==> src/rtl/aes_request_scheduler_pkg.sv <==
// Shared AES type definitions: block/key types and the in-flight tag carried
// alongside each block through the encoder pipeline.
package AESDefinitions;
  localparam int AES_STATE_SIZE  = 128;
  localparam int KEY_BYTES       = 16;
  localparam int MAX_REQ_ID_BITS = 4;

  typedef logic [AES_STATE_SIZE-1:0] state_t;
  typedef logic [KEY_BYTES*8-1:0]    key_t;

  typedef struct packed {
    logic                       valid;
    logic [MAX_REQ_ID_BITS-1:0] id;
  } aes_tag_t;
endpackage

==> src/rtl/aes_request_scheduler_rr_arbiter.sv <==
// Round-robin arbiter: searches from last_grant+1 and returns one-hot grant
// plus its encoded index. last_grant only moves when a grant is issued.
module aes_rr_arbiter #(
  parameter  int NUM_REQ = 4,
  localparam int IDW     = $clog2(NUM_REQ)
) (
  input  logic               clock,
  input  logic               reset,
  input  logic [NUM_REQ-1:0] req,
  input  logic               enable,
  output logic [NUM_REQ-1:0] grant,
  output logic [IDW-1:0]     grant_id
);
  logic [IDW-1:0] last_grant_q, last_grant_d;
  logic [IDW-1:0] idx;

  // NOTE: every output gets a default before any branch, so no latch is inferred.
  always_comb begin
    grant    = '0;
    grant_id = '0;
    idx      = '0;
    if (enable) begin
      // Walk from farthest to nearest so the nearest requester wins last.
      for (int i = NUM_REQ; i >= 1; i--) begin
        idx = IDW'((int'(last_grant_q) + i) % NUM_REQ);
        if (req[idx]) begin
          grant      = '0;
          grant[idx] = 1'b1;
          grant_id   = idx;
        end
      end
    end
  end

  assign last_grant_d = (|grant) ? grant_id : last_grant_q;

  // NOTE: clocked state uses non-blocking assignment; combinational logic uses blocking.
  always_ff @(posedge clock) begin
    if (reset) last_grant_q <= IDW'(NUM_REQ - 1);
    else       last_grant_q <= last_grant_d;
  end
endmodule

==> src/rtl/aes_request_scheduler.sv <==
// Shares one fixed-latency, non-stallable AES pipeline among NUM_REQ requesters;
// a credit counter bounds in-flight plus queued blocks to the output FIFO depth.
module aes_request_scheduler
  import AESDefinitions::*;
#(
  parameter  int NUM_REQ      = 4,
  parameter  int PIPE_LATENCY = 10,
  parameter  int OUT_DEPTH    = 12,
  localparam int IDW          = $clog2(NUM_REQ)
) (
  input  logic                 clock,
  input  logic                 reset,
  input  logic [NUM_REQ-1:0]   req_valid,
  output logic [NUM_REQ-1:0]   req_ready,
  input  state_t [NUM_REQ-1:0] req_data,
  input  key_t [NUM_REQ-1:0]   req_key,
  output state_t               aes_data_in,
  output key_t                 aes_key_in,
  input  state_t               aes_data_out,
  output logic                 rsp_valid,
  input  logic                 rsp_ready,
  output state_t               rsp_data,
  output logic [IDW-1:0]       rsp_id
);
  localparam int CNTW = $clog2(OUT_DEPTH + 1);
  localparam int PTRW = (OUT_DEPTH > 1) ? $clog2(OUT_DEPTH) : 1;

  logic [NUM_REQ-1:0]         grant;
  logic [IDW-1:0]             grant_id;
  logic                       issue_ok, issue, push, pop;
  logic [CNTW-1:0]            cnt_q, cnt_d;
  logic [CNTW-1:0]            fill_q;
  logic [PTRW-1:0]            wr_ptr_q, rd_ptr_q;
  state_t                     data_q;
  key_t                       key_q;
  aes_tag_t                   tag_q [PIPE_LATENCY+1];
  state_t                     fifo_data_q [OUT_DEPTH];
  logic [MAX_REQ_ID_BITS-1:0] fifo_id_q [OUT_DEPTH];

  function automatic logic [PTRW-1:0] ptr_inc(input logic [PTRW-1:0] p);
    return (p == PTRW'(OUT_DEPTH - 1)) ? '0 : p + PTRW'(1);
  endfunction

  // A pop frees its credit only from the following cycle onwards.
  assign issue_ok = !reset && (cnt_q < CNTW'(OUT_DEPTH));

  aes_rr_arbiter #(.NUM_REQ(NUM_REQ)) u_arb (
    .clock    (clock),
    .reset    (reset),
    .req      (req_valid),
    .enable   (issue_ok),
    .grant    (grant),
    .grant_id (grant_id)
  );

  assign req_ready   = grant;
  assign issue       = |grant;
  assign push        = tag_q[PIPE_LATENCY].valid;
  assign rsp_valid   = !reset && (fill_q != '0);
  assign pop         = rsp_valid && rsp_ready;
  assign rsp_data    = rsp_valid ? fifo_data_q[rd_ptr_q] : '0;
  assign rsp_id      = rsp_valid ? IDW'(fifo_id_q[rd_ptr_q]) : '0;
  assign aes_data_in = reset ? '0 : data_q;
  assign aes_key_in  = reset ? '0 : key_q;

  always_comb begin
    cnt_d = cnt_q;
    case ({issue, pop})
      2'b10:   cnt_d = cnt_q + CNTW'(1);
      2'b01:   cnt_d = cnt_q - CNTW'(1);
      default: cnt_d = cnt_q;
    endcase
  end

  always_ff @(posedge clock) begin
    if (reset) begin
      cnt_q    <= '0;
      fill_q   <= '0;
      wr_ptr_q <= '0;
      rd_ptr_q <= '0;
      data_q   <= '0;
      key_q    <= '0;
      for (int i = 0; i <= PIPE_LATENCY; i++) tag_q[i] <= '0;
    end else begin
      cnt_q <= cnt_d;
      if (issue) begin
        data_q <= req_data[grant_id];
        key_q  <= req_key[grant_id];
      end
      tag_q[0] <= '{valid: issue, id: MAX_REQ_ID_BITS'(grant_id)};
      for (int i = 1; i <= PIPE_LATENCY; i++) tag_q[i] <= tag_q[i-1];
      if (push) wr_ptr_q <= ptr_inc(wr_ptr_q);
      if (pop)  rd_ptr_q <= ptr_inc(rd_ptr_q);
      if (push && !pop)      fill_q <= fill_q + CNTW'(1);
      else if (pop && !push) fill_q <= fill_q - CNTW'(1);
    end
  end

  // NOTE: FIFO storage is not reset; the pointers and fill count decide what is valid.
  always_ff @(posedge clock) begin
    if (push && !reset) begin
      fifo_data_q[wr_ptr_q] <= aes_data_out;
      fifo_id_q[wr_ptr_q]   <= tag_q[PIPE_LATENCY].id;
    end
  end
endmodule

==> config.mk <==
export PLATFORM = sky130hd
export DESIGN_NAME = aes_request_scheduler
export DESIGN_NICKNAME = d
export VERILOG_FILES = /design/src/rtl/aes_request_scheduler_pkg.sv /design/src/rtl/aes_request_scheduler_rr_arbiter.sv /design/src/rtl/aes_request_scheduler.sv
export SDC_FILE = /design/constraint.sdc
export NUM_CORES = 2
export LEC_CHECK = 0
export CORE_AREA = 3 3 608 610
export CTS_BUF_LIST = sky130_fd_sc_hd__clkbuf_8
export DETAILED_ROUTE_END_ITERATION = 8
export DIE_AREA = 0 0 611 613
export GPL_TIMING_DRIVEN = 0
export PLACE_DENSITY = 0.43
export SETUP_SLACK_MARGIN = 0.05
export SLEW_MARGIN = 10
export SYNTH_ARGS = -nofsm -noshare
export SYNTH_HDL_FRONTEND = slang
export SYNTH_SLANG_ARGS = --single-unit
export TNS_END_PERCENT = 10
==> constraint.sdc <==
create_clock -name clock -period 6.3 [get_ports clock]
set_input_delay 1.26 -clock clock [delete_from_list [all_inputs] [get_ports clock]]
set_output_delay 1.26 -clock clock [all_outputs]
set_load 0.01 [all_outputs]
# Yosys cells after proc, flatten, opt, wreduce, memory -nomap -nowiden
# Memory sizes are Yosys's and may differ from the RTL's. A register that Yosys moved wholly into a read port is not among the register bits.
# Index checks and enable logic that the tools add are counted.
# classes
add_sub_neg	10
muxes	59
n_lt_le_gt_ge	10
eq_ne	4
n_reduce_logical	17
bitwise_logic	11
# ops
operator	count
128-bit 2-to-1 mux	5
128-bit binary-select mux with 2-bit select	2
5-bit 2-to-1 mux	11
4-bit 2-to-1 mux	13
4-bit by 1-bit adder with 4-bit output, second input constant	4
2-bit by 3-bit < comparator with 1-bit output, second input constant	5
1-bit 2-to-1 mux	13
2-bit 2-to-1 mux	6
1-bit bitwise OR	11
1-bit logical AND	10
1-bit binary-select mux with 2-bit select	4
1-bit demux with 2-bit select	4
4-bit equality test, second input constant	2
2-bit by 1-bit >= comparator with 1-bit output, second input constant	4
4-bit one-hot mux with 2 select lines	1
4-bit by 1-bit subtractor with 4-bit output, second input constant	2
2-bit by 1-bit adder with 2-bit output, second input constant	2
2-bit adder, second input constant	2
4-bit < comparator, second input constant	1
2-bit nonzero test	2
4-bit nonzero test	1
4-bit OR reduction	1
1-bit logical NOT	3
2-bit by 1-bit equality test with 1-bit output, second input constant	1
2-bit equality test, second input constant	1
# totals
output_inout_bits	391
ramBits	1639
in_bits	1159
regBits	274
memories	3
word_cells	121
# mem_list
memory	words	width	read_ports	rd_ports_with_merged_regs	wr	line	source
fifo_data_q	12	128	1	1	1	aes_request_scheduler.sv:37	state_t fifo_data_q [OUT_DEPTH];
tag_q	11	5	11	0	11	aes_request_scheduler.sv:36	aes_tag_t tag_q [PIPE_LATENCY+1];
fifo_id_q	12	4	1	1	1	aes_request_scheduler.sv:38	logic [MAX_REQ_ID_BITS-1:0] fifo_id_q [OUT_DEPTH];

# Logic depth before layout (Yosys ltp)
# logic_depth
ltp_word	13
mapped_depth	18
depth_no_buf	15

# Hierarchy
# A second synthesis with hierarchy kept.
# unflattened
hier_cells	4609
area_unflattened_um2	78898.2
# modules_own_cells
mod	area_each_um2	cells_each	instances	seq_area_each_um2
aes_request_scheduler	78292.6	4546	1	53030.9
aes_rr_arbiter	605.6	63	1	40.0

# Least setup slack after synthesis
# Ideal clock, no wire load.
# synth_path
path_type	in2reg
start	in reset
end	mem fifo_data_q[4][0] in the netlist's numbering (enable)
arrival_time_ns	5.121
setup_ns	0.504
path_buffers	2
required_time_ns	5.796
setup_slack_ns	0.674
stages	6
path_cell_list	clkbuf_1 > clkbuf_1 > inv_1 > nand2_1 > nor3b_1 > and2_1
# synth_via
elab_chain_len	4
# synth_rtl
element	line	source
start: declaration	aes_request_scheduler.sv:12	input logic reset,
1-bit logical NOT	aes_request_scheduler.sv:101	if (push && !reset) begin
1-bit logical AND	aes_request_scheduler.sv:101	
1-bit 2-to-1 mux	aes_request_scheduler.sv:101	
1-bit 2-to-1 mux (implied by the code)	aes_request_scheduler.sv:102	fifo_data_q[wr_ptr_q] <= aes_data_out;
end: declaration	aes_request_scheduler.sv:37	
# Every way passes these cells.

# Worst setup path in the final report
# layout_path
start	reg u_arb.last_grant_q[0]
end	reg key_q[7]
# layout_via
elab_chain_len	11
word_cells_on_any_way	45
classes_between	add/sub: 4; order compare: 8; mux: 28; reduce/logical: 5
# layout_rtl
element	line	source
start: declaration	aes_request_scheduler_rr_arbiter.sv:14	logic [IDW-1:0] last_grant_q, last_grant_d;
start signal: assignment	aes_request_scheduler_rr_arbiter.sv:39	if (reset) last_grant_q <= IDW'(NUM_REQ - 1);
start signal: assignment	aes_request_scheduler_rr_arbiter.sv:40	else last_grant_q <= last_grant_d;
2-bit by 1-bit adder with 2-bit output	aes_request_scheduler_rr_arbiter.sv:25	idx = IDW'((int'(last_grant_q) + i) % NUM_REQ);
2-bit by 3-bit < comparator with 1-bit output (implied by the code) or 2-bit by 1-bit >= comparator with 1-bit output (tied branches)	aes_request_scheduler_rr_arbiter.sv:28	grant[idx] = 1'b1;
1-bit logical AND (implied by the code)	aes_request_scheduler_rr_arbiter.sv:28	
1-bit 2-to-1 mux (implied by the code)	aes_request_scheduler_rr_arbiter.sv:28	
1-bit demux with 2-bit select	--	
4-bit 2-to-1 mux (4 in series)	aes_request_scheduler_rr_arbiter.sv:26	if (req[idx]) begin
4-bit 2-to-1 mux	aes_request_scheduler_rr_arbiter.sv:22	if (enable) begin
4-bit OR reduction	aes_request_scheduler.sv:57	assign issue = |grant;
end signal: assignment	aes_request_scheduler.sv:88	key_q <= req_key[grant_id];
end: declaration	aes_request_scheduler.sv:35	key_t key_q;
# Several ways; a longest one is shown, not always the timed one. The select of a mux whose other input is x is not followed.
# A chain may end at the register's enable or synchronous reset.

==> key figures <==
Status
  – Status: complete, no violations

Setup path
  – Worst-path maximum fanout: 10
  – Startpoint Class: flip-flop
  – CP Capture Type: flip-flop
  – CP arrival: 6.87 ns
  – Worst Path Required: 7.11 ns
  – Setup CP Type: flip-flop to flip-flop

STA
  – Max Slew Vio Count: 0
  – Actual slew at the worst max-slew pin: approximately 1.5 ns
  – Hold_ws: 0.4073 ns
  – Slew headroom: 0.02817
  – FMAX: between 150 and 200 MHz
  – # setup viols final: 0
  – RSZ-0062 raised after global routing: true
  – Tmin final: about 6.1 ns
  – Final WS setup: about 0.24 ns
  – Clock skew: 0.1015 ns
  – Endpoints failing hold: 0
  – Period utilisation layout: 0.9615

Drt
  – Routed vias: 60490
  – DRC violations left: 0
  – DRT antenna net count: 0
  – DR iter-0 viols: between 5000 and 6000
  – Initial DRT Pass Iterations: 5
  – Routed wire length: 507.2 mm
  – Average wire per standard cell: roughly 40 µm
  – Vias per inst: around 4.8

Die
  – I/O pin count: 1550
  – Die Y: slightly above 600 µm
  – DIE AREA: roughly 370000 µm²
  – Initial Util: 0.2221
  – Die width: roughly 610 µm
  – Core box area: about 360000 µm²
  – Row count: 222

Global route
  – Initial antenna violation count: 310
  – Total track usage: 0.2617
  – Vias in the first global route: ~60000
  – First-pass GRT wire length: between 600 and 700 mm
  – GR Overflow Total: 0
  – Largest net degree at the start of global routing: between 40 and 50

Place
  – Number of port buffers: ~1500
  – Dpl cell area: 104300 µm²
  – Post-detail-place hpwl: between 400 and 500 mm
  – Routability cong.: about 1
  – Post-Place Worst Slack: -0.9456 ns

Clock tree
  – H-tree depth: 5
  – Clock transition at path regs: 0.06 ns
  – CTS tree: built
  – Sink Count: 1871
  – Clock root buffer master: clkbuf_8
  – Clock latency on the worst-skew pair: 1.00 ns
  – Hold-fix buffers, CTS: 0
  – Clock Tree Buf Depth: 4
  – Total CTS buffers: roughly 350

Yosys
  – Seq/Total Area, Yosys: 0.6548
  – Cell Area, Synth: slightly above 80000 µm²
  – Net count after synthesis: about 6400
  – Ys async rst share: 0
  – Cells after Synth: 5259
  – Unique masters post-synth: 49
  – Yosys reg bits: roughly 1900
  – Mean Syn Cell Area: about 15 µm²
  – Number of flops mapped to enable cells by yosys: between 1500 and 2000
  – Yosys Warn Count: 0
  – Synth Flop Type: edfxtp_1

Cells and area
  – Finished Cell Area: around 110000 µm²
  – NumNets Final: 8406
  – Area growth from synthesis to layout: 37.43%
  – Final Util: 0.3052
  – Layout cell share with drive strength beyond 1: 0.1630
  – Layout fillers: around 37000
  – Sequential Area: around 53000 µm²
  – Multi-input gate area: 26040 µm²

Pwr
  – Leak Pwr: between 30 and 40 nW
  – Peak VDD IR: about 0.21 mV
  – Power Density: roughly 390 nW/µm²

Hold path
  – Hold crit path type: flip-flop to flip-flop

Run
  – MaxCap Viol Count: 0
-- placed cells by master, fill, tap and decap left out, types with 10 or more instances in the layout --
cell / netlist / final
a21oi_1: 151 / 151
clkinv_2: 0 / 26
nor2b_1: 290 / 286
buf_12: 0 / 20
and3_1: 512 / 512
mux4_2: 394 / 394
a211oi_1: 512 / 496
diode_2: 0 / 261
clkbuf_8: 0 / 356
buf_6: 24 / 32
edfxtp_1: 1560 / 1560
buf_16: 0 / 35
buf_1: 80 / 55
clkdlybuf4s50_1: 0 / 1548
clkdlybuf4s15_2: 0 / 10
dfxtp_1: 311 / 311
a211oi_2: 0 / 16
nor2_1: 279 / 273
ha_1: 17 / 17
clkbuf_2: 0 / 44
mux2i_1: 136 / 136
o31ai_2: 200 / 200
inv_1: 13 / 127
nand3_1: 259 / 259
and2_4: 0 / 12
clkbuf_1: 383 / 348
o31ai_1: 56 / 56
clkinv_1: 1 / 68
-- worst paths after layout --
kind                         start          end  slack (ns)  cells after the start
max          u_arb.last_grant_q[0]     key_q[7]        0.24                     11
min                    tag_q[1][4]  tag_q[2][4]        0.41                      1
max reg2reg  u_arb.last_grant_q[0]     key_q[7]        0.24                     11
min reg2reg            tag_q[1][4]  tag_q[2][4]        0.41                      1
-- Yosys cell counts (all sizes together), types with 2 or more instances --
| library cell | n | area, µm² |
|---|---|---|
| nand2 | 10 | 40.04 |
| mux2i | 136 | 1361 |
| nor3 | 2 | 10.01 |
| a21oi | 151 | 755.7 |
| nand3b | 5 | 37.54 |
| nand3 | 259 | 1296 |
| o21ai | 8 | 40.03 |
| a311oi | 4 | 47.55 |
| o31ai | 256 | 2923 |
| a211oi | 512 | 3844 |
| dfxtp | 311 | 6226 |
| xnor2 | 3 | 26.28 |
| clkbuf | 383 | 1438 |
| buf | 108 | 590.6 |
| nand4bb | 2 | 22.52 |
| or3 | 3 | 18.77 |
| fa | 2 | 40.04 |
| a31oi | 3 | 18.77 |
| nor2 | 280 | 1054 |
| ha | 17 | 212.7 |
| and2 | 13 | 81.33 |
| nor2b | 290 | 1814 |
| a21o | 4 | 30.03 |
| nor3b | 2 | 15.01 |
| and3 | 512 | 3203 |
| mux4 | 394 | 8874 |
| xor2 | 3 | 26.28 |
| edfxtp | 1560 | 46840 |
| inv | 14 | 52.55 |
-- registers in the layout (all words and copies together), names as in the netlist, named ones only --
register            count
cnt_q                   4
fifo_data_q          1536
u_arb.last_grant_q      2
tag_q                  33
rd_ptr_q                4
fifo_id_q              24
fill_q                  4
wr_ptr_q                4
data_q                128
key_q                 128
-- routing by layer --
layer	share of wire	global-route usage
met5	0.00092	0
met4	0.068	0.1755
met3	0.076	0.07637
met2	0.48	0.4285
met1	0.37	0.2956
-- area by class of cell --
| type | instances | share of cell area |
|---|---|---|
| clock buffers | 356 | 0.04399 |
| flip-flops and latches | 1871 | 0.4765 |
| inverters | 15 | 0.0005055 |
| clock inverters | 243 | 0.01269 |
| multi-input cells | 2882 | 0.2338 |
| diodes | 261 | 0.005864 |
| repair buffers | 1621 | 0.1530 |
| plain buffers | 491 | 0.01962 |
| well taps | 4816 | 0.05410 |
-- critical path, cell delays in order (launching register included) --
cell      delay, ns
dfxtp_1        0.45
buf_6          0.20
inv_1          0.10
ha_1           0.43
mux4_2         0.66
nor2b_1        0.19
o211ai_2       0.81
nand2_2        0.65
clkbuf_2       0.61
clkbuf_2       0.56
a211oi_1       1.04
o31ai_2        0.07
-- where the power goes --
part	switching, mW	internal (mW)	total (mW)
Combinational	12.2	6.18	18.4
Sequential	0.165	14.4	14.5
Clock	5.46	5.60	11.1
-- metrics by stage --
step           total power [mW]  setup TNS (ns)  instances
5_1_grt                   45.65        -0.04789      12490
3_5_place_dp              33.00          -80.71      11700
6_report                  43.94               0      12560
4_1_cts                   44.29               0      12290
2_1_floorplan             23.99               0       5259
3_3_place_gp              32.73        -7399.68      11620
-- what timing repair did --
action	4_1_cts	5_1_grt
resized for setup	40	23
setup buffers	0	0
cloned	0	0
endpoints found under the setup margin	122	46
hold endpoints to repair	0	0
pin swaps	0	0
-- cells by family after synthesis --
family                   after synthesis  synth area share
AO/OA/AOI/OAI                        944           0.09525
XOR/XNOR                               6         0.0006485
adder cells (fa/ha/maj)               19          0.003118
buffers and inverters                506           0.02572
flip-flops                          1871            0.6548
multiplexers                         531            0.1264
AND/OR/NAND/NOR                     1382           0.09403
Power figures use the tool's default switching activity.
